**src/rtl/mult_accumulator_if.sv**
```systemverilog
`default_nettype none
// ============================================================================
// Module      : mult_accumulator_if
// Description : Product-in / sum-out handshake bundle for mult_accumulator.
// Revision    : 1.0 - initial release
// ============================================================================
interface mult_accumulator_if #(
    parameter int WIDTH = 8,
    parameter int ACCW  = 20,
    parameter int CW    = 8
);
    logic                 in_valid;
    logic                 in_ready;
    logic [2*WIDTH-1:0]   prod;
    logic                 flush;
    logic                 out_valid;
    logic                 out_ready;
    logic [ACCW-1:0]      acc_out;
    logic [CW-1:0]        beats;
    logic                 ovf;

    // Upstream multiplier driver plus downstream result consumer.
    modport master (
        output in_valid,
        output prod,
        output flush,
        output out_ready,
        input  in_ready,
        input  out_valid,
        input  acc_out,
        input  beats,
        input  ovf
    );

    modport slave (
        input  in_valid,
        input  prod,
        input  flush,
        input  out_ready,
        output in_ready,
        output out_valid,
        output acc_out,
        output beats,
        output ovf
    );
endinterface
`default_nettype wire

```
**src/rtl/mult_accumulator.sv**
```systemverilog
`default_nettype none
// ============================================================================
// Module      : mult_accumulator
// Description : Sums LEN consecutive unsigned products into one result word,
//               with flush to close a partial block. Define MULT_ACC_SAT_EN
//               to clamp on overflow instead of wrapping.
// Revision    : 1.0 - initial release
// ============================================================================
module mult_accumulator #(
    parameter int WIDTH = 8,
    parameter int ACCW  = 20,
    parameter int LEN   = 4,
    parameter int CW    = 8
) (
    input  logic              clk,
    input  logic              rst,
    mult_accumulator_if.slave bus
);

    localparam int PW = 2 * WIDTH;

    localparam logic [0:0] ST_ACCUM = 1'b0;
    localparam logic [0:0] ST_HOLD  = 1'b1;

    localparam logic [CW-1:0]   c_last_cnt = CW'(LEN - 1);
    localparam logic [ACCW-1:0] c_acc_max  = {ACCW{1'b1}};

    generate
        if (ACCW < PW) begin : g_bad_accw
            $error("mult_accumulator: ACCW must be at least 2*WIDTH");
        end
        if (LEN < 1) begin : g_bad_len
            $error("mult_accumulator: LEN must be at least 1");
        end
        if ((CW < 32) && ((64'd1 << CW) <= 64'(LEN))) begin : g_bad_cw
            $error("mult_accumulator: CW too narrow to count LEN beats");
        end
    endgenerate

    logic [0:0]      r_state;
    logic [0:0]      w_state_next;
    logic            w_in_ready;
    logic            w_out_valid;

    logic [ACCW-1:0] r_acc;
    logic [CW-1:0]   r_cnt;
    logic            r_ovf;
    logic [ACCW-1:0] r_acc_out;
    logic [CW-1:0]   r_beats;
    logic            r_ovf_out;

    logic            w_beat;
    logic [ACCW:0]   w_sum;
    logic            w_carry;
    logic [ACCW-1:0] w_acc_add;
    logic [CW-1:0]   w_cnt_inc;
    logic            w_block_end;
    logic [ACCW-1:0] w_fin_acc;
    logic [CW-1:0]   w_fin_cnt;
    logic            w_fin_ovf;

    // ------------------------------------------------------------------
    // FSM: state register
    // ------------------------------------------------------------------
    always_ff @(posedge clk or posedge rst) begin
        if (rst) begin
            r_state <= ST_ACCUM;
        end else begin
            r_state <= w_state_next;
        end
    end

    // FSM: next state
    always_comb begin
        w_state_next = r_state;
        case (r_state)
            ST_ACCUM: if (w_block_end)   w_state_next = ST_HOLD;
            ST_HOLD:  if (bus.out_ready) w_state_next = ST_ACCUM;
            default:                     w_state_next = ST_ACCUM;
        endcase
    end

    // FSM: outputs
    always_comb begin
        w_in_ready  = 1'b0;
        w_out_valid = 1'b0;
        case (r_state)
            ST_ACCUM: w_in_ready  = 1'b1;
            ST_HOLD:  w_out_valid = 1'b1;
            default:  w_in_ready  = 1'b0;
        endcase
    end

    // ------------------------------------------------------------------
    // Datapath
    // ------------------------------------------------------------------
    assign w_beat = bus.in_valid & w_in_ready;

    always_comb begin
        w_sum     = {1'b0, r_acc} + {{(ACCW + 1 - PW){1'b0}}, bus.prod};
        w_carry   = w_sum[ACCW];
`ifdef MULT_ACC_SAT_EN
        // Once clamped, any further non-zero product carries again and re-clamps.
        w_acc_add = w_carry ? c_acc_max : w_sum[ACCW-1:0];
`else
        w_acc_add = w_sum[ACCW-1:0];
`endif
        w_cnt_inc = r_cnt + CW'(1);
    end

    // A flush with nothing accumulated and no beat is not a block end.
    assign w_block_end = w_in_ready &
                         ((w_beat & (r_cnt == c_last_cnt)) |
                          (bus.flush & (w_beat | (r_cnt != '0))));

    // The result always includes a beat accepted on the closing edge.
    always_comb begin
        w_fin_acc = r_acc;
        w_fin_cnt = r_cnt;
        w_fin_ovf = r_ovf;
        if (w_beat) begin
            w_fin_acc = w_acc_add;
            w_fin_cnt = w_cnt_inc;
            w_fin_ovf = r_ovf | w_carry;
        end
    end

    always_ff @(posedge clk or posedge rst) begin
        if (rst) begin
            r_acc     <= '0;
            r_cnt     <= '0;
            r_ovf     <= 1'b0;
            r_acc_out <= '0;
            r_beats   <= '0;
            r_ovf_out <= 1'b0;
        end else if (w_block_end) begin
            r_acc_out <= w_fin_acc;
            r_beats   <= w_fin_cnt;
            r_ovf_out <= w_fin_ovf;
            r_acc     <= '0;
            r_cnt     <= '0;
            r_ovf     <= 1'b0;
        end else if (w_beat) begin
            r_acc     <= w_acc_add;
            r_cnt     <= w_cnt_inc;
            r_ovf     <= r_ovf | w_carry;
        end
    end

    assign bus.in_ready  = w_in_ready;
    assign bus.out_valid = w_out_valid;
    assign bus.acc_out   = r_acc_out;
    assign bus.beats     = r_beats;
    assign bus.ovf       = r_ovf_out;

endmodule
`default_nettype wire

```
**src/flat_wrapper.sv**
```systemverilog
// flat-port wrapper written by rule: the top's interface ports become plain ports
module mult_accumulator_flat 
#(
    parameter int WIDTH = 8,
    parameter int ACCW  = 20,
    parameter int LEN   = 4,
    parameter int CW    = 8
)
  (clk, rst, bus_in_valid, bus_prod, bus_flush, bus_out_ready, bus_in_ready, bus_out_valid, bus_acc_out, bus_beats, bus_ovf);
  mult_accumulator_if #(.WIDTH(WIDTH), .ACCW(ACCW), .CW(CW)) bus_i ();
  input  logic clk;
  input  logic rst;
  input wire logic [$bits(bus_i.in_valid)-1:0] bus_in_valid;
  input wire logic [$bits(bus_i.prod)-1:0] bus_prod;
  input wire logic [$bits(bus_i.flush)-1:0] bus_flush;
  input wire logic [$bits(bus_i.out_ready)-1:0] bus_out_ready;
  output wire logic [$bits(bus_i.in_ready)-1:0] bus_in_ready;
  output wire logic [$bits(bus_i.out_valid)-1:0] bus_out_valid;
  output wire logic [$bits(bus_i.acc_out)-1:0] bus_acc_out;
  output wire logic [$bits(bus_i.beats)-1:0] bus_beats;
  output wire logic [$bits(bus_i.ovf)-1:0] bus_ovf;
  assign bus_i.in_valid = bus_in_valid;
  assign bus_i.prod = bus_prod;
  assign bus_i.flush = bus_flush;
  assign bus_i.out_ready = bus_out_ready;
  assign bus_in_ready = bus_i.in_ready;
  assign bus_out_valid = bus_i.out_valid;
  assign bus_acc_out = bus_i.acc_out;
  assign bus_beats = bus_i.beats;
  assign bus_ovf = bus_i.ovf;
  mult_accumulator #(.WIDTH(WIDTH), .ACCW(ACCW), .LEN(LEN), .CW(CW)) u_core (.clk(clk), .rst(rst), .bus(bus_i));
endmodule
```
**config.mk**
```make
export PLATFORM = sky130hd
export DESIGN_NAME = mult_accumulator_flat
export DESIGN_NICKNAME = d
export VERILOG_FILES = /design/src/rtl/mult_accumulator_if.sv /design/src/rtl/mult_accumulator.sv /design/src/flat_wrapper.sv
export SDC_FILE = /design/constraint.sdc
export NUM_CORES = 1
export LEC_CHECK = 0
export CAP_MARGIN = 5
export CORE_MARGIN = 2
export CORE_UTILIZATION = 38
export DETAILED_ROUTE_END_ITERATION = 7
export MAX_ROUTING_LAYER = met4
export PLACE_DENSITY = 0.67
export SYNTH_ARGS = -nofsm -noshare
export SYNTH_HDL_FRONTEND = slang
export SYNTH_SLANG_ARGS = --single-unit
```
**constraint.sdc**
```tcl
create_clock -name clk -period 2.6 [get_ports clk]
set_input_delay 0.52 -clock clk [delete_from_list [all_inputs] [get_ports clk]]
set_output_delay 0.52 -clock clk [all_outputs]
set_load 0.005 [all_outputs]
```
== Yosys cells after proc, flatten, opt, wreduce, memory -nomap -nowiden ==
Cells that the tools add are included.

* Input port bits: 21
* Output and inout port bits: 31
* Register bits after elaboration: 59
* Logic and storage cells: 30

* Bitwise gates (word level): 8
* Equality and inequality tests: 1
* Reductions and logical operators: 1
* Mux-type cells: 11
* $add $sub $neg: 2

{| class="wikitable"
|+ Operators with widths
! kind !! number
|-
| $mux 20 || 2
|-
| $add 20x16->21 || 1
|-
| $mux 8 || 2
|-
| $add 8x1->8 const B || 1
|-
| $eq 8x2->1 const B || 1
|-
| $reduce_bool 8->1 || 1
|-
| $mux 1 || 6
|-
| $and 1x1->1 || 4
|-
| $or 1x1->1 || 3
|-
| $pmux 1 s2 || 1
|-
| $not 1->1 || 1
|}

== Logic depth before layout (Yosys ltp) ==
* Depth in word-level cells: 8
* Mapped depth: 9
* Gate-level depth less buffers: 9

== Worst setup path before layout ==
OpenSTA, ideal clock, no wires.

* Path kind: input to register
* Start: input port bus_prod[0]
* End: register u_core.r_acc_out[14] (netlist: u_core.bus.acc_out[14])
* Library setup time: 104 ps
* Path buffers: 0
* Data required time: 2,496 ps
* Path slack: 179 ps
* Data arrival time: 2,318 ps
* Stages: 9
* Path through: ha_1 -> inv_1 -> fa_1 -> and2b_1 -> o2111ai_1 -> a21oi_2 -> o211ai_2 -> and3_1 -> o41ai_2

* Longest elaborated chain between the ends: 2

{| class="wikitable"
|+ RTL lines
! what !! line !! RTL
|-
| start, declared || flat_wrapper.sv:14 || <nowiki>input wire logic [$bits(bus_i.prod)-1:0] bus_prod;</nowiki>
|-
| $add 20x16->21 || mult_accumulator.sv:100 || <nowiki>w_sum = {1'b0, r_acc} + {{(ACCW + 1 - PW){1'b0}}, bus.prod};</nowiki>
|-
| $mux 20 || n/a ||
|-
| end signal, assigned || mult_accumulator.sv:137 || <nowiki>r_acc_out <= w_fin_acc;</nowiki>
|-
| end, declared || mult_accumulator.sv:48 || <nowiki>logic [ACCW-1:0] r_acc_out;</nowiki>
|}

Every way passes these cells.
A chain may end at the register's enable or synchronous reset.

== Worst setup path in the final report ==
* Start: input port bus_prod[1]
* End: register u_core.r_acc_out[19] (netlist: u_core.bus.acc_out[19])

The elaborated chain is that of the path after synthesis.

==> flow_metrics.env <==
export IMPL_switching_power_w=0.001840
export IMPL_drc=0
export IMPL_hold_viol_final=0
export IMPL_grt_overflow=0
export IMPL_wl_per_cell_um=14.51
export IMPL_synth_nets=402
export IMPL_synth_seq_cells=59
export IMPL_synth_top_flop_cell="dfrtp_1"
export IMPL_status="finished, final reports clean"
export IMPL_synth_largest_area_cell="dfrtp_1"
export IMPL_internal_power_w=0.002917
export IMPL_yosys_warnings=0
export IMPL_antenna_found_initial=0
export IMPL_io_pins=52
export IMPL_htreeDepth=3
export IMPL_cts_root_buf="clkbuf_8"
export IMPL_crit_arrival_ns=2.77
export IMPL_die_w_um=97.80
export IMPL_setup_ws_ns=0.09375
export IMPL_holdWs_ns=0.4857
export IMPL_clk_path_buf_depth=2
export IMPL_grt_setup_unrepaired="true"
export IMPL_skew_ns=0.01058
export IMPL_swShare_pct=38.68
export IMPL_total_power_w=0.004758
export IMPL_async_flop_share_pct=100.0
export IMPL_drtIter0Drc=144
export IMPL_synth_edf_count=0
export IMPL_cts_tree="yes"
export IMPL_nNetsFinal=495
export IMPL_power_share_clock_pct=17.6
export IMPL_setup_viol=0
export IMPL_yosysMostFrequentCell="dfrtp_1"
export IMPL_post_route_period_util_pct=96.39
export IMPL_report_final_slew_viol_count=0
export IMPL_grt_pass1_vias=2997
export IMPL_path_class="primary input to register"
export IMPL_worst_pin_slew_ns=0.4505
export IMPL_io_buffer_count=51
export IMPL_syn_area_um2=3343
export IMPL_fp_dieArea_um2=9564
export IMPL_cts_made_buffers=9
export IMPL_cellPowerDensity_nw_per_um2=1037
export IMPL_postSynthCellCount=362
export IMPL_place_hpwl_um=5980
export IMPL_worstPathCellList="clkdlybuf4s50_1, buf_4, ha_1, a21o_1, nand4_1, a31oi_2, a311oi_4, or3_1, a31oi_1"
export IMPL_antenna_left=0
export IMPL_firstDrtPassIters=4
export IMPL_critPathMaxFanout=4
export IMPL_holdBufCountCts=0
export IMPL_max_stage_delay_ns=0.43
export IMPL_cp_required_ns=2.87
export IMPL_die_y_um=97.80
export IMPL_drt_total_wl_um=8239
export IMPL_yosys_top_cells_area="dfrtp_1 (44%), ha_1 (6.7%), nor2_1 (4.4%), nand2_1 (4.3%), o21ai_0 (4.0%)"
export IMPL_vias_per_cell=5.250
export IMPL_path_clk_slew_ns=0.07
export IMPL_hp_class="register to register"
export IMPL_fmax_ghz=0.3990
export IMPL_place_ws_ns=-0.5211
export IMPL_drive_gt1_share_pct=20.00
export IMPL_syn_area_per_cell_um2=9.235
export IMPL_place_gp_congestion=0.8695
export IMPL_combPwrFrac_pct=53.0
export IMPL_antenna_cells=0
export IMPL_cts_sinks=59
export IMPL_placed_cell_area_um2=4307
export IMPL_ir_worst_vdd_uv=496.2
export IMPL_endpoint_kind="register"
export IMPL_design_area_um2=4588
export IMPL_start_util_pct=38.71
export IMPL_p_seq_share_pct=29.4
export IMPL_seq_area_frac_synth_pct=44.16
export IMPL_grt_max_degree=60
export IMPL_slew_headroom_pct=69.80
export IMPL_track_usage_pct=18.50
export IMPL_maxCapViolations=0
export IMPL_worst_skew_pair_late_latency_ns=0.35
export IMPL_syn2layout_area_growth_pct=37.24
export IMPL_synth_top_cell_area_share_pct=44.16
export IMPL_cp_slowest_cell="clkdlybuf4s50_1"
export IMPL_utilization_pct=53.13
export IMPL_rows=34
export IMPL_coreArea_um2=8636
export IMPL_yosysUniqueCellTypes=57
export IMPL_final_fill_count=786
export IMPL_period_minus_slack_ns=2.506
export IMPL_synth_commonest_cells="dfrtp_1 (59), nor2_1 (39), nand2_1 (38)"
export IMPL_start_kind="primary input"
export IMPL_vias=2982
export IMPL_grt_pass1_wl_um=13920
export IMPL_p_leak_nw=2.071
==> final timing paths <==
| kind | start | to | slack [ns] | depth (start not counted) |
|---|---|---|---|---|
| setup / recovery | bus_prod[1] | u_core.bus.acc_out[19] | 0.09 | 9 |
| min in group asynchronous | rst | u_core.bus.acc_out[1] | 0.53 | 3 |
| hold reg to reg | u_core.bus.acc_out[2] | u_core.bus.acc_out[2] | 0.49 | 2 |
| max in group asynchronous | rst | u_core.bus.acc_out[9] | 1.79 | 3 |
| hold / removal | u_core.bus.acc_out[2] | u_core.bus.acc_out[2] | 0.49 | 2 |
| setup reg to reg | u_core.r_acc[0] | u_core.bus.acc_out[14] | 0.24 | 9 |
==> layout by cell type (no fill, tap or decap), drive strengths merged, types with 2 or more instances in the layout <==
| master | n |
|---|---|
| nand2 | 38 |
| a21o | 8 |
| ha | 18 |
| a21oi | 25 |
| o31a | 2 |
| nor3 | 10 |
| and3 | 10 |
| or3 | 3 |
| mux2i | 6 |
| dfrtp | 59 |
| a31oi | 10 |
| clkdlybuf4s50 | 50 |
| xor2 | 5 |
| o21a | 7 |
| o21ai | 30 |
| nand4 | 4 |
| and2 | 3 |
| buf | 50 |
| inv | 11 |
| o211ai | 3 |
| clkbuf | 13 |
| nand3 | 14 |
| a211oi | 2 |
| a311oi | 3 |
| nor2b | 4 |
| nor2 | 39 |
| xnor2 | 6 |
| clkinvlp | 2 |
| o2111ai | 2 |
| nor4 | 2 |
==> cells by family after synthesis <==
| family | share of synthesized area [%] |
|---|---|
| flops | 44.16 |
| compound gates | 21.26 |
| xor+xnor | 2.882 |
| fa+ha+maj | 7.335 |
| simple gates | 18.53 |
| mux | 1.796 |
| buf+inv | 4.042 |
==> stage by stage <==
stage	setup TNS (ns)	cells
2_1_floorplan	0	362
3_3_place_gp	-7.736	551
3_5_place_dp	-8.430	551
4_1_cts	0	567
5_1_grt	-0.03902	568
6_report	0	568
==> critical path: cells and delay by family <==
kind            cells  cell delay (ns)
simple gates        2             0.60
compound gates      4             0.82
buf+inv             2             0.57
fa+ha+maj           1             0.26
==> sequential cells by signal, indices dropped and copies added (netlist names) <==
register	count
u_core.bus.acc_out	20
u_core.r_acc	20
u_core.r_cnt	8
u_core.r_ovf	1
u_core.r_state	1
u_core.bus.beats	8
u_core.bus.ovf	1
==> layer usage <==
metal	wire (um)	global-route usage, %
met1	3797	23.60
met2	4007	29.60
met3	287	3.078
met4	147	7.265
met5	0	-
==> cell type report <==
| type | count | area (um^2) | share of cell area (%) |
|---|---|---|---|
| flip-flops and latches | 59 | 1476 | 32.18 |
| well taps | 108 | 135.1 | 2.945 |
| clock inverters | 3 | 20.02 | 0.4363 |
| clock buffers | 13 | 178.9 | 3.900 |
| inverters | 11 | 41.29 | 0.8999 |
| multi-input cells | 273 | 1823 | 39.73 |
| repair buffers | 101 | 913.4 | 19.91 |
==> power by group through the flow <==
| stage | Clock, W | Combinational, W | Sequential, W |
|---|---|---|---|
| 5_1_grt | 0.000895 | 0.00280 | 0.00144 |
| 3_5_place_dp | 0 | 0.00243 | 0.00142 |
| 4_1_cts | 0.000852 | 0.00248 | 0.00140 |
| 6_report | 0.000838 | 0.00252 | 0.00140 |
| 2_1_floorplan | 0 | 0.00140 | 0.00139 |
| 3_3_place_gp | 0 | 0.00239 | 0.00141 |
==> repair_timing <==
action                                  in CTS  in global routing
resized for setup                            5                 11
endpoints found under the setup margin      13                 16
pin swaps                                    2                  8
setup buffers                                0                  1
(Power assumes the default switching activity.)
